**config.mk**
```make
export PLATFORM = sky130hd
export DESIGN_NAME = chan_mux_reg
export DESIGN_NICKNAME = d
export VERILOG_FILES = /design/src/rtl/chan_mux_reg.sv
export SDC_FILE = /design/constraint.sdc
export NUM_CORES = 1
export LEC_CHECK = 0
export CAP_MARGIN = 30
export CORE_ASPECT_RATIO = 1.4
export CORE_MARGIN = 2
export CORE_UTILIZATION = 38
export CTS_CLUSTER_SIZE = 10
export DETAILED_ROUTE_END_ITERATION = 10
export GPL_TIMING_DRIVEN = 1
export PLACE_DENSITY = 0.84
export REMOVE_ABC_BUFFERS = 1
export SLEW_MARGIN = 20
export SYNTH_ARGS = -nofsm -noshare
export SYNTH_HDL_FRONTEND = slang
export SYNTH_SLANG_ARGS = --single-unit
```
**constraint.sdc**
```tcl
create_clock -name clk -period 3.2 [get_ports clk]
set_input_delay 0.8 -clock clk [delete_from_list [all_inputs] [get_ports clk]]
set_output_delay 0.8 -clock clk [all_outputs]
set_load 0.05 [all_outputs]
```
**src/rtl/chan_mux_reg.sv**
```systemverilog
// Registered N-channel operand selector with fixed-select or round-robin grant
// and valid/ready handshakes on both the input channels and the output register.
module chan_mux_reg #(
  parameter int WIDTH = 8,
  parameter int CH    = 4,
  parameter int SELW  = $clog2(CH)
) (
  input  logic                  clk,
  input  logic                  rst,
  input  logic [CH*WIDTH-1:0]   in_data,
  input  logic [CH-1:0]         in_valid,
  output logic [CH-1:0]         in_ready,
  input  logic                  mode,
  input  logic [SELW-1:0]       sel,
  output logic [WIDTH-1:0]      out_data,
  output logic [SELW-1:0]       out_ch,
  output logic                  out_valid,
  input  logic                  out_ready
);

  logic [WIDTH-1:0] out_data_q, out_data_d;
  logic [SELW-1:0]  out_ch_q, out_ch_d;
  logic             out_valid_q, out_valid_d;
  logic [SELW-1:0]  rr_q, rr_d;

  logic             can_load;
  logic             grant_valid;
  logic [SELW-1:0]  grant_ch;
  logic             fix_v, hi_v, lo_v;
  logic [SELW-1:0]  fix_ch, hi_ch, lo_ch;
  logic [WIDTH-1:0] grant_data;
  logic             xfer;

  assign can_load = !out_valid_q || out_ready;

  // Round-robin: the lowest valid index above rr_q wins, otherwise wrap to the
  // lowest valid index at or below rr_q. Descending loops leave the lowest hit.
  always_comb begin
    fix_v = 1'b0;
    fix_ch = '0;
    hi_v = 1'b0;
    hi_ch = '0;
    lo_v = 1'b0;
    lo_ch = '0;
    for (int i = CH - 1; i >= 0; i--) begin
      if (in_valid[i] && sel == SELW'(i)) begin
        fix_v = 1'b1;
        fix_ch = SELW'(i);
      end
      if (in_valid[i] && SELW'(i) > rr_q) begin
        hi_v = 1'b1;
        hi_ch = SELW'(i);
      end
      if (in_valid[i] && SELW'(i) <= rr_q) begin
        lo_v = 1'b1;
        lo_ch = SELW'(i);
      end
    end
  end

  always_comb begin
    grant_valid = 1'b0;
    grant_ch = '0;
    if (!mode) begin
      grant_valid = fix_v;
      grant_ch = fix_ch;
    end else if (hi_v) begin
      grant_valid = 1'b1;
      grant_ch = hi_ch;
    end else begin
      grant_valid = lo_v;
      grant_ch = lo_ch;
    end
  end

  assign xfer = grant_valid && can_load && !rst;

  always_comb begin
    in_ready = '0;
    grant_data = '0;
    for (int i = 0; i < CH; i++) begin
      if (grant_ch == SELW'(i)) begin
        in_ready[i] = xfer;
        grant_data = in_data[i*WIDTH +: WIDTH];
      end
    end
  end

  always_comb begin
    out_data_d = out_data_q;
    out_ch_d = out_ch_q;
    out_valid_d = out_valid_q;
    rr_d = rr_q;
    if (xfer) begin
      out_data_d = grant_data;
      out_ch_d = grant_ch;
      out_valid_d = 1'b1;
      if (mode) rr_d = grant_ch;
    end else if (out_ready) begin
      out_valid_d = 1'b0;
    end
  end

  always_ff @(posedge clk) begin
    if (rst) begin
      out_data_q <= '0;
      out_ch_q <= '0;
      out_valid_q <= 1'b0;
      rr_q <= SELW'(CH - 1);
    end else begin
      out_data_q <= out_data_d;
      out_ch_q <= out_ch_d;
      out_valid_q <= out_valid_d;
      rr_q <= rr_d;
    end
  end

  assign out_data = out_data_q;
  assign out_ch = out_ch_q;
  assign out_valid = out_valid_q;

endmodule

```
==> impl_metrics.yaml <==
cells_and_area:
  area_delta_synth_final_pct: 89.0
  final_cell_mix: "clkdlybuf4s50_1 (47), mux2i_1 (18), buf_4 (15), dfxtp_1 (13), nand3_1 (10)"
  drive_gt1_share_pct: 20.0
  n_antenna_cell: 0
  final_common_cell: "clkdlybuf4s50_1"
  final_area_um2: 1670
  nets: 213
critical_path:
  crit_path_end_kind: "output pin"
  required_ns: 2.40
  crit_chain: "clkdlybuf4s50_1, mux2_1, a21oi_2, a41oi_4, and3_4, buf_12"
  cp_top_family: "buffers and inverters"
  worstSetupStartpointType: "primary input"
  crit_slowest_cell: "clkdlybuf4s50_1"
  max_stage_delay_ns: 0.51
  arrival_ns: 2.31
  crit_buf_inv: 2
  worstPathMaxFanout: 7
  critPathKind: "in2out"
floorplanning:
  die_area_um2: 2740
  row_count: 20
  die_w_um: 44.8
  start_util_pct: 40.6
  die_h_um: 61.1
  pin_count: 57
  core_area_um2: 2180
clock_network:
  clock-root-buffer: "clkbuf_4"
  clk_pin_slew_ns: 0.07
  cts_tree: "built"
  clock_path_buffers: 2
  numCtsBuffers: 3
  ctsHtreeMaxLevel: 1
  holdBufCountCts: 0
  cts.sinks: 13
  insertion_delay_ns: 0.27
pwr:
  p_sw_uw: 232
  clockPowerShare_pct: 15.9
  p_total_uw: 617
  power.leakage_uw: 0.000765
  p_seq_share_pct: 32.4
  intPower_uw: 384
  max-vdd-ir-drop_uv: 247
  p_per_area_nw_per_um2: 369
  combPwrFrac_pct: 51.7
  switching_share_pct: 37.7
yosys:
  yosys.area.top_type_share_pct: 29.4
  ys_warn_count: 0
  synthCells: 99
  synthArstFlopShare_pct: 0
  synthTopCellsByArea: "dfxtp_1 (29%), mux2i_1 (20%), o221ai_1 (7.9%), nand3_1 (5.7%), nand2_1 (2.5%)"
  synth-edff-count: 0
  yosysUniqueCellTypes: 31
  yosysSeqAreaShare_pct: 29.4
  yosysTopAreaCell: "dfxtp_1"
  synthesis.area_um2: 885
  ys_ff_latch: 13
  ys.flop_type: "dfxtp_1"
  syn_avg_cell_area_um2: 8.94
detailed_routing:
  drtIter0Drc: 18
  ant_nets: 0
  wl_mm: 2.92
  drc_errors: 0
  avgViaCountPerCell: 5.66
  first_pass_iters: 4
  post_drt_wl_per_cell_um: 15.2
  dr_total_vias: 1087
placement:
  dp_hpwl_mm: 2.24
  place_area_um2: 1560
  place_ws_ns: -0.116
  io_buffers: 56
  finalWeightedCongestion: 0.800
sta:
  rsz0062_at_grt: "no"
  holdWs_ns: 0.457
  setup_ws_ns: 0.0896
  final_max_slew_viol_count: 0
  period_minus_slack_ns: 3.11
  slew_headroom_pct: 65.0
  fin_crit_sh_pct: 97.2
  max_freq_mhz: 322
  fin_tns_setup_ns: 0
  hold_viol: 0
  finalSetupViolCount: 0
  worst_clock_skew_ns: 0.00660
  worst_pin_slew_ns: 0.523
grt:
  grt_usage_pct: 21.2
  grt_max_degree: 15
  grt_pass1_wl_mm: 4.37
  grt-ovfl-total: 0
  grt_pass1_vias: 1058
  antenna_found_initial: 0
status:
  status: "complete, no violations"
flow_run:
  maxCapViolCount: 0
hold_path:
  hp-class: "reg2reg"
==> registers in the layout (all words and copies together) (netlist names) <==
register,cells
out_ch,2
out_valid,1
rr_q,2
out_data,8
==> worst reg2reg max path: stages (launching register included) <==
cell and delay (ns):
dfxtp_1 0.42, and2b_1 0.24, a21oi_1 0.19, o21a_1 0.18, buf_4 0.12, buf_4 0.23, mux2i_1 0.24, o221ai_1 0.14
==> layout make-up <==
| class | instances | area (um2) |
|---|---|---|
| repair buffers | 72 | 733 |
| well taps | 22 | 27.5 |
| inverters | 2 | 7.51 |
| flip-flops and latches | 13 | 260 |
| fillers | 166 | 505 |
| clock buffers | 4 | 26.3 |
| multi-input cells | 79 | 617 |
==> Yosys cell counts (2+ instances only) <==
master	number
mux2i_1	18
dfxtp_1	13
nand3_1	10
o221ai_1	8
nand2_1	6
nor2_1	6
a21oi_1	4
nand2b_1	3
nor2b_1	3
o21ai_0	3
a211o_1	2
and3_1	2
buf_2	2
o21ai_1	2
==> power groups by stage <==
stage	Combinational, uW	Sequential, uW	Clock (uW)
after floorplan	90.6	271	0
after detailed placement	304	202	0
final	319	200	98.2
after global placement	298	201	0
after CTS	307	199	97.8
after global routing	337	202	106
==> metal layers <==
layer / track usage, % / vias up / part of all wire, %
met3: 4.40 / 2 / 8.5
met1: 21.4 / 504 / 36
met4: 6.30 / 0 / 0.86
met5: 0 / - / 0
met2: 42.2 / 57 / 54
li1: - / 524 / -
==> through the flow <==
stage,cells,utilization [%]
4_1_cts,188,73.1
2_1_floorplan,94,-
3_5_place_dp,184,71.6
5_1_grt,192,76.8
6_report,192,76.8
3_3_place_gp,184,71.6
==> timing repair <==
action | 4_1_cts | 5_1_grt
gates cloned | 0 | 0
pin swaps | 0 | 5
resized for setup | 4 | 12
setup buffers | 0 | 4
endpoints found under the setup margin | 4 | 4
==> path summary, 6_finish.rpt <==
kind                   from          end  slack [ns]  depth (start not counted)
setup / recovery     sel[1]  in_ready[1]        0.09                          6
hold / removal    out_ch[0]    out_ch[0]        0.46                          2
setup reg to reg    rr_q[0]  out_data[6]        1.32                          7
hold reg to reg   out_ch[0]    out_ch[0]        0.46                          2
==> cell families after synthesis <==
family | after synthesis | synth area share [%]
multiplexers | 19 | 21.6
AO/OA/AOI/OAI | 24 | 20.7
AND/OR/NAND/NOR | 36 | 22.5
buffers and inverters | 7 | 5.80
flip-flops | 13 | 29.4
No activity file was read; power rests on OpenSTA's default activity.
